$ cat src/rtl/muldiv_unit_if.sv
// Execute-stage handshake between the pipeline and the multi-cycle RV32M unit.
// master = pipeline side, slave = muldiv_unit.
interface muldiv_unit_if #(
    parameter int XLEN = 32
);
    logic            start;
    logic            flush;
    logic [3:0]      aluControl;
    logic [XLEN-1:0] op_a;
    logic [XLEN-1:0] op_b;
    logic            busy;
    logic            done;
    logic [XLEN-1:0] result;

    modport master (
        output start, flush, aluControl, op_a, op_b,
        input  busy, done, result
    );

    modport slave (
        input  start, flush, aluControl, op_a, op_b,
        output busy, done, result
    );
endinterface

$ cat src/rtl/muldiv_unit.sv
// Multi-cycle RV32M execute unit: single-cycle multiply, radix-2 restoring divide.
//   state  | meaning
//   IDLE   | waiting for start, operands latched on launch
//   MUL    | product formed from latched operands
//   DIV    | one quotient bit per cycle on operand magnitudes
//   FIX    | sign correction and quotient/remainder select
//   DONE   | result valid, done pulse, back to IDLE
module muldiv_unit #(
    parameter int XLEN = 32
) (
    input  logic         clk,
    input  logic         rst,
    muldiv_unit_if.slave bus
);
    localparam int CNT_W = $clog2(XLEN);

    localparam logic [3:0] C_MUL    = 4'b1010;
    localparam logic [3:0] C_MULH   = 4'b1011;
    localparam logic [3:0] C_MULHSU = 4'b1100;
    localparam logic [3:0] C_MULHU  = 4'b1001;
    localparam logic [3:0] C_DIV    = 4'b1110;
    localparam logic [3:0] C_DIVU   = 4'b1111;
    localparam logic [3:0] C_REM    = 4'b0110;
    localparam logic [3:0] C_REMU   = 4'b0111;

    localparam logic [XLEN-1:0] MIN_NEG = {1'b1, {(XLEN-1){1'b0}}};

    typedef enum logic [2:0] {S_IDLE, S_MUL, S_DIV, S_FIX, S_DONE} state_t;

    state_t          state_q;
    logic [CNT_W-1:0] cnt_q;
    logic [3:0]      ctrl_q;
    logic [XLEN-1:0] a_q, b_q, rem_q, quot_q, div_q, result_q;
    logic            neg_quot_q, neg_rem_q, busy_q, done_q;

    logic            in_mul, in_div, in_signed, in_rem, in_special;
    logic [XLEN-1:0] special_res, a_abs, b_abs;
    logic            a_sext, b_sext;
    logic [2*XLEN-1:0] prod;
    logic [XLEN-1:0] mul_res, fix_res, rem_d, quot_d;
    logic [XLEN:0]   rem_sh, trial;

    always_comb begin
        in_mul      = bus.aluControl inside {C_MUL, C_MULH, C_MULHSU, C_MULHU};
        in_div      = bus.aluControl inside {C_DIV, C_DIVU, C_REM, C_REMU};
        in_signed   = ~bus.aluControl[0];
        in_rem      = ~bus.aluControl[3];
        special_res = '0;
        in_special  = 1'b1;
        if (in_mul) begin
            in_special = 1'b0;
        end else if (in_div) begin
            if (bus.op_b == '0)
                special_res = in_rem ? bus.op_a : '1;
            else if (in_signed && bus.op_a == MIN_NEG && bus.op_b == '1)
                special_res = in_rem ? '0 : MIN_NEG;
            else
                in_special = 1'b0;
        end
        a_abs = (in_signed && bus.op_a[XLEN-1]) ? -bus.op_a : bus.op_a;
        b_abs = (in_signed && bus.op_b[XLEN-1]) ? -bus.op_b : bus.op_b;
    end

    // Sign-extending both operands to 2*XLEN makes one multiplier serve all four variants.
    always_comb begin
        a_sext  = (ctrl_q != C_MULHU) && a_q[XLEN-1];
        b_sext  = (ctrl_q == C_MUL || ctrl_q == C_MULH) && b_q[XLEN-1];
        prod    = {{XLEN{a_sext}}, a_q} * {{XLEN{b_sext}}, b_q};
        mul_res = (ctrl_q == C_MUL) ? prod[XLEN-1:0] : prod[2*XLEN-1:XLEN];
    end

    always_comb begin
        rem_sh = {rem_q, quot_q[XLEN-1]};
        trial  = rem_sh - {1'b0, div_q};
        if (!trial[XLEN]) begin
            rem_d  = trial[XLEN-1:0];
            quot_d = {quot_q[XLEN-2:0], 1'b1};
        end else begin
            rem_d  = rem_sh[XLEN-1:0];
            quot_d = {quot_q[XLEN-2:0], 1'b0};
        end
        fix_res = ctrl_q[3] ? (neg_quot_q ? -quot_q : quot_q)
                            : (neg_rem_q  ? -rem_q  : rem_q);
    end

    always_ff @(posedge clk or posedge rst) begin
        if (rst) begin
            state_q    <= S_IDLE;
            cnt_q      <= '0;
            ctrl_q     <= '0;
            a_q        <= '0;
            b_q        <= '0;
            rem_q      <= '0;
            quot_q     <= '0;
            div_q      <= '0;
            result_q   <= '0;
            neg_quot_q <= 1'b0;
            neg_rem_q  <= 1'b0;
            busy_q     <= 1'b0;
            done_q     <= 1'b0;
        end else begin
            done_q <= 1'b0;
            if (state_q != S_IDLE && bus.flush) begin
                state_q <= S_IDLE;
                busy_q  <= 1'b0;
            end else begin
                case (state_q)
                    S_IDLE: begin
                        if (bus.start && !bus.flush) begin
                            ctrl_q <= bus.aluControl;
                            a_q    <= bus.op_a;
                            b_q    <= bus.op_b;
                            busy_q <= 1'b1;
                            if (in_special) begin
                                state_q  <= S_DONE;
                                done_q   <= 1'b1;
                                result_q <= special_res;
                            end else if (in_mul) begin
                                state_q <= S_MUL;
                            end else begin
                                state_q    <= S_DIV;
                                cnt_q      <= '0;
                                rem_q      <= '0;
                                quot_q     <= a_abs;
                                div_q      <= b_abs;
                                neg_quot_q <= in_signed && (bus.op_a[XLEN-1] ^ bus.op_b[XLEN-1]);
                                neg_rem_q  <= in_signed && bus.op_a[XLEN-1];
                            end
                        end
                    end
                    S_MUL: begin
                        state_q  <= S_DONE;
                        done_q   <= 1'b1;
                        result_q <= mul_res;
                    end
                    S_DIV: begin
                        rem_q  <= rem_d;
                        quot_q <= quot_d;
                        cnt_q  <= cnt_q + 1'b1;
                        if (cnt_q == CNT_W'(XLEN-1))
                            state_q <= S_FIX;
                    end
                    S_FIX: begin
                        state_q  <= S_DONE;
                        done_q   <= 1'b1;
                        result_q <= fix_res;
                    end
                    S_DONE: begin
                        state_q <= S_IDLE;
                        busy_q  <= 1'b0;
                    end
                    default: begin
                        state_q <= S_IDLE;
                        busy_q  <= 1'b0;
                    end
                endcase
            end
        end
    end

    // A flush arriving while DONE is showing must still hide the completion from the pipeline.
    assign bus.done   = done_q & ~bus.flush;
    assign bus.busy   = busy_q;
    assign bus.result = result_q;
endmodule
$ cat src/flat_wrapper.sv
// flat-port wrapper written by rule: the top's interface ports become plain ports
module muldiv_unit_flat 
#(
    parameter int XLEN = 32
)
  (clk, rst, bus_start, bus_flush, bus_aluControl, bus_op_a, bus_op_b, bus_busy, bus_done, bus_result);
  muldiv_unit_if #(.XLEN(XLEN)) bus_i ();
  input  logic clk;
  input  logic rst;
  input wire logic [$bits(bus_i.start)-1:0] bus_start;
  input wire logic [$bits(bus_i.flush)-1:0] bus_flush;
  input wire logic [$bits(bus_i.aluControl)-1:0] bus_aluControl;
  input wire logic [$bits(bus_i.op_a)-1:0] bus_op_a;
  input wire logic [$bits(bus_i.op_b)-1:0] bus_op_b;
  output wire logic [$bits(bus_i.busy)-1:0] bus_busy;
  output wire logic [$bits(bus_i.done)-1:0] bus_done;
  output wire logic [$bits(bus_i.result)-1:0] bus_result;
  assign bus_i.start = bus_start;
  assign bus_i.flush = bus_flush;
  assign bus_i.aluControl = bus_aluControl;
  assign bus_i.op_a = bus_op_a;
  assign bus_i.op_b = bus_op_b;
  assign bus_busy = bus_i.busy;
  assign bus_done = bus_i.done;
  assign bus_result = bus_i.result;
  muldiv_unit #(.XLEN(XLEN)) u_core (.clk(clk), .rst(rst), .bus(bus_i));
endmodule
$ cat config.mk
export PLATFORM = sky130hd
export DESIGN_NAME = muldiv_unit_flat
export DESIGN_NICKNAME = d
export VERILOG_FILES = /design/src/rtl/muldiv_unit_if.sv /design/src/rtl/muldiv_unit.sv /design/src/flat_wrapper.sv
export SDC_FILE = /design/constraint.sdc
export NUM_CORES = 2
export LEC_CHECK = 0
export BUFFER_PORTS_ARGS = -buffer_cell sky130_fd_sc_hd__buf_4
export CORE_ASPECT_RATIO = 1.5
export CORE_MARGIN = 3
export CORE_UTILIZATION = 45
export DETAILED_ROUTE_END_ITERATION = 10
export RECOVER_POWER = 50
export SLEW_MARGIN = 20
export SYNTH_ARGS = -nofsm -noshare
export SYNTH_HDL_FRONTEND = slang
export SYNTH_SLANG_ARGS = --single-unit
$ cat constraint.sdc
create_clock -name clk -period 8.9 [get_ports clk]
set_clock_uncertainty 0.1 [all_clocks]
set_input_delay 0.89 -clock clk [delete_from_list [all_inputs] [get_ports clk]]
set_output_delay 0.89 -clock clk [all_outputs]
set_load 0.1 [all_outputs]
# --- Word level (Yosys, flattened, before mapping) ---
# Cells that the tools add are included.
classes:
  add_sub_neg: 6
  mul: 1
  div: 0
  order_cmp: 0
  n_eq_ne: 24
  shifts: 0
  mux: 46
  bitwise: 7
  reduce_logical: 26
ops:
  columns: ["operator", "count"]
  rows:
  - ["32-bit two-way mux", 21]
  - ["32-bit negation", 4]
  - ["32-bit one-hot mux with 2 select lines", 2]
  - ["32-bit one-hot mux with 3 select lines", 1]
  - ["32-bit == test (second input constant)", 2]
  - ["33-bit by 33-bit multiplier with 64-bit output", 1]
  - ["33-bit by 32-bit subtractor with 33-bit output", 1]
  - ["4-bit == test (second input constant)", 8]
  - ["32-bit zero test", 1]
  - ["5-bit two-way mux", 3]
  - ["3-bit two-way mux", 4]
  - ["1-bit two-way mux", 10]
  - ["5-bit one-hot mux with 2 select lines", 1]
  - ["5-bit AND reduction", 2]
  - ["1-bit logical AND", 9]
  - ["3-bit one-hot mux with 3 select lines", 1]
  - ["4-bit by 3-bit == test with 1-bit output (second input constant)", 2]
  - ["4-bit nonzero test", 2]
  - ["3-bit by 2-bit == test with 1-bit output (second input constant)", 2]
  - ["2-bit by 1-bit != test with 1-bit output (second input constant)", 3]
  - ["3-bit by 1-bit != test with 1-bit output (second input constant)", 2]
  - ["3-bit nonzero test", 2]
  - ["5-bit by 1-bit adder with 5-bit output (second input constant)", 1]
  - ["5-bit == test (second input constant)", 1]
  - ["17 further kinds", 24]
totals:
  ff_bits: 208
  latch_bits: 0
  mem_bits_rw: 0
  rom_bits: 0
  input_bits: 72
  word_cells: 123
  memories: 0

# --- Logic depth before layout (Yosys ltp) ---
logic_depth:
  ltp_word: 11
  depth_mapped: 31

# --- Least setup slack after synthesis ---
# No wires, ideal clock.
synth_timing:
  path_kind: "reg2reg"
  startpoint: "register u_core.ctrl_q[3]"
  endpoint: "register u_core.result_q[29] (netlist: u_core.bus.result[29])"
  setup_ps: 82
  arrival_time_ps: 8144
  required_ps: 8718
  path_slack_ps: 574
  path_stages_with_launch: 25
  period_less_slack_ps: 8326
  cell_sequence: "dfrtp_1 > nor4bb_1 > nor2b_1 > clkbuf_1 > nand2_1 > inv_1 > fa_1 > fa_1 > fa_1 > inv_1 > fa_1 > fa_1 > fa_1 > fa_1 > fa_1 > inv_1 > ha_1 > clkbuf_1 > nand3_1 > or3_1 > or4_1 > a211o_1 > a21o_1 > or4_1 > a31oi_1"
synth_between:
  elab_chain_cells: 6
  word_cells_on_any_way: 10
  cone_classes: "mul (1); eq/ne (3); mux (3); reduce/logical (3)"
synth_rtl:
  columns: ["element", "line_no", "rtl"]
  rows:
  - ["start, declared", "muldiv_unit.sv:32", "logic [3:0] ctrl_q;"]
  - ["start signal, assigned", "muldiv_unit.sv:110", "ctrl_q <= bus.aluControl;"]
  - ["4-bit == test (on tied branches)", "muldiv_unit.sv:67, muldiv_unit.sv:69", null]
  - ["1-bit logical OR", "muldiv_unit.sv:67", "b_sext = (ctrl_q == C_MUL || ctrl_q == C_MULH) && b_q[XLEN-1];"]
  - ["1-bit logical AND", "muldiv_unit.sv:67", null]
  - ["33-bit by 33-bit multiplier with 64-bit output", "muldiv_unit.sv:68", "prod = {{XLEN{a_sext}}, a_q} * {{XLEN{b_sext}}, b_q};"]
  - ["32-bit two-way mux", "muldiv_unit.sv:69", "mul_res = (ctrl_q == C_MUL) ? prod[XLEN-1:0] : prod[2*XLEN-1:XLEN];"]
  - ["32-bit one-hot mux with 3 select lines (*)", "muldiv_unit.sv:107", "case (state_q)"]
  - ["end signal, assigned", "muldiv_unit.sv:117", "result_q <= special_res;"]
  - ["end signal, assigned", "muldiv_unit.sv:134", "result_q <= mul_res;"]
  - ["end signal, assigned", "muldiv_unit.sv:146", "result_q <= fix_res;"]
  - ["end, declared", "muldiv_unit.sv:33", "logic [XLEN-1:0] a_q, b_q, rem_q, quot_q, div_q, result_q;"]
# Mark *: on every way between the ends. The rest lies on a longest branch, timed or not.
# A chain may end at the register's enable or synchronous reset.

# --- Final worst setup path ---
layout_timing:
  startpoint: "register u_core.a_q[10]"
  endpoint: "register u_core.result_q[16] (netlist: u_core.bus.result[16])"
layout_between:
  elab_chain_cells: 3
layout_rtl:
  columns: ["element", "line_no", "rtl"]
  rows:
  - ["start, declared", "muldiv_unit.sv:33", null]
  - ["start signal, assigned", "muldiv_unit.sv:111", "a_q <= bus.op_a;"]
  - ["33-bit by 33-bit multiplier with 64-bit output", "muldiv_unit.sv:68", null]
  - ["32-bit two-way mux", "muldiv_unit.sv:69", null]
  - ["32-bit one-hot mux with 3 select lines", "muldiv_unit.sv:107", null]
# No other way between the ends.

==> run metrics <==
synthesized area per cell=8.749 um^2; Vias/cell=5.483; Post-synth EDFFs=0; Seq/Total Area, Yosys=0.1008; boundary pin count=106; max-cap violations=4; violated checks=capacitance limit, slew limit; Hold Vio Cnt, Final=0; CP max FO=15; post-synth cell types=82; Initial Util=0.4553; gpl congestion=0.9529; max-slew violation count=213; initial antenna violation count=6; largest net degree at the start of global routing=96; number of synthesis warnings=0; global route overflow=0; share of cells above drive strength 1=0.07003; WL final=159000 um; Req. time, crit path=9.21 ns; CP Launch Type=flip-flop; die area=118900 um^2; Netlist Area Pre-Place=51610 um^2; Worst-path clk slew=0.06 ns; TritonCTS clock tree=yes; Root Driver=clkbuf_16; first-pass GRT wire length=251000 um; CTS max path bufs=3; cells on worst reg2reg path=26; CP Launch Point=u_core.a_q[10]; Clk Latency, worst-skew pair=0.57 ns; vias in the first global route=43880; register area=5215 um^2; Setup Crit Path Kind=flip-flop to flip-flop; area of the multi-input gates=40750 um^2; cts bufs inserted=25; #FFs+latches synth=208; fmax=115.4 MHz; die height=420.8 um; ys flop type=dfrtp_1; Finish-stage setup viols=0; filler instances=11020; synthesis-to-layout area growth=8.276%; CP Capture Type=flip-flop; Min-Delay Path Depth=2; vias=40550; fin util=0.4930; Port Buf Inserts=105; Core ar.=113400 um^2; Total Neg Setup Slack=0 ns; Die X=282.5 um; outcome=finished, violations left; clk sinks=208; Async SR Flop Fraction=1.000; first-pass iteration count of the detailed router=6; H-tree depth=1; number of routed nets with antenna violations=0; DRC viols=0; drt initial violations=2516; Routed WL per cell=21.50 um; worst slew pin tran=4.617 ns; final period utilization=0.9736; final non-filler cell total=7395; DP Cell Count=7347; hold crit path type=flip-flop to flip-flop; Rows=151; Tot GR Track Use=0.2760; RR Startpoint=u_core.a_q[10]; Synth Instances=5899; Post-DP HPWL=133600 um; hold wc startpoint=u_core.div_q[29]; Slew Limit Headroom=-2.095; Period minus WS final=8.665 ns; Syn Nets=7348; worst path arrival time=8.98 ns; # nets final=7375
synth_stat cells, types with 32 or more instances:
master | count | share of area
a21o_1 | 45 | 0.0065
a21oi_1 | 174 | 0.017
and2_1 | 333 | 0.040
clkbuf_1 | 315 | 0.023
dfrtp_1 | 208 | 0.10
fa_1 | 1126 | 0.44
ha_1 | 251 | 0.061
inv_1 | 1180 | 0.086
nand2_1 | 1091 | 0.079
nand3_1 | 37 | 0.0036
nor2_1 | 213 | 0.015
nor3_1 | 40 | 0.0039
o21ai_0 | 180 | 0.017
o31ai_1 | 32 | 0.0047
xnor2_1 | 115 | 0.020
xor2_1 | 89 | 0.015
worst max-delay path, stage by stage (launching register included):
cell	delay, ns
dfrtp_1	0.86
buf_4	0.33
nand2_1	0.10
fa_1	0.51
inv_1	0.05
fa_1	0.47
inv_1	0.05
fa_1	0.48
fa_1	0.55
inv_1	0.06
fa_1	0.56
inv_1	0.07
fa_1	0.40
fa_1	0.54
fa_1	0.52
inv_1	0.06
ha_1	0.36
a21o_1	0.21
a211o_1	0.31
nor3_1	0.18
o21ai_0	0.13
a31oi_2	0.27
nor4_1	0.12
o41ai_2	0.44
mux2_2	0.41
o21ai_1	0.22
a31oi_1	0.11
timing repair:
action | CTS | global route
setup endpoints to repair | 1 | 13
pin swaps | 0 | 1
setup buffers | 0 | 5
hold buffers | 0 | 0
resized for setup | 7 | 12
routing by layer:
layer	vias up	track usage	part of all wire
met5	-	0	0.00021
met4	6	0.1327	0.058
met3	418	0.02568	0.038
met2	1135	0.5180	0.54
met1	21040	0.3123	0.36
li1	17950	-	-
kinds of logic (layout without fill, tap and decap cells):
logic type / after synthesis / after routing / synth area share
compound gates: 675 / 675 / 0.08431
xor+xnor: 204 / 204 / 0.03462
fa+ha+maj: 1377 / 1377 / 0.4976
buf+inv: 1522 / 1563 / 0.1115
flops: 208 / 208 / 0.1008
mux: 24 / 24 / 0.004703
other cells: 0 / 2 / 0
simple gates: 1889 / 1889 / 0.1664
registers in the layout (all words and copies together), names as in the netlist, 3 cells and up:
register	count
u_core.rem_q	32
u_core.state_q	3
u_core.a_q	32
u_core.b_q	32
u_core.div_q	32
u_core.cnt_q	5
u_core.quot_q	32
u_core.ctrl_q	4
u_core.bus.result	32
cell type report:
type                    instances  share of cell area
repair buffers                340             0.05183
clock buffers                  31             0.01196
clock inverters                10            0.001590
diodes                          2          0.00008956
multi-input cells            4169              0.7292
flip-flops and latches        208             0.09332
well taps                    1453             0.03253
inverters                    1182             0.07948
worst paths after layout:
check	to	slack [ns]
worst max-delay path	u_core.bus.result[16]	0.23
worst min-delay path	u_core.div_q[29]	0.39
worst max register to register	u_core.bus.result[16]	0.23
worst min register to register	u_core.div_q[29]	0.39
max in group asynchronous	u_core.b_q[3]	2.12
min in group asynchronous	u_core.div_q[15]	1.61
layout by cell type, fill, tap and decap left out, drive strengths merged, types with 11 or more instances in the layout:
cell type  count
inv         1181
fa          1126
nand2       1091
and2         333
buf          323
ha           251
nor2         213
dfrtp        208
o21ai        183
a21oi        174
xnor2        115
xor2          89
clkbuf        48
a21o          45
nor3          42
nand3         37
o31ai         32
nand4         29
a222oi        29
nand2b        24
o211ai        23
mux2i         22
or4           22
or3           21
a211oi        21
a31oi         21
o22ai         20
o41ai         19
o21bai        17
nor2b         16
nor4          16
or2           14
o21a          12
o221ai        11
stage by stage:
stage / hold WS [ns] / worst slack (ns) / instance area [um^2]
after global placement: 0.3630 / -0.2257 / 55090
after detailed placement: 0.3755 / -0.2089 / 55090
after CTS: 0.3739 / 0.004557 / 55860
after floorplan: 0.3498 / 0.5742 / 51610
after global routing: 0.4167 / -0.007450 / 55880
final: 0.3862 / 0.2350 / 55880
Power is not shown: default switching activity piles up to over one toggle a cycle in this logic, so the estimate is an artifact.
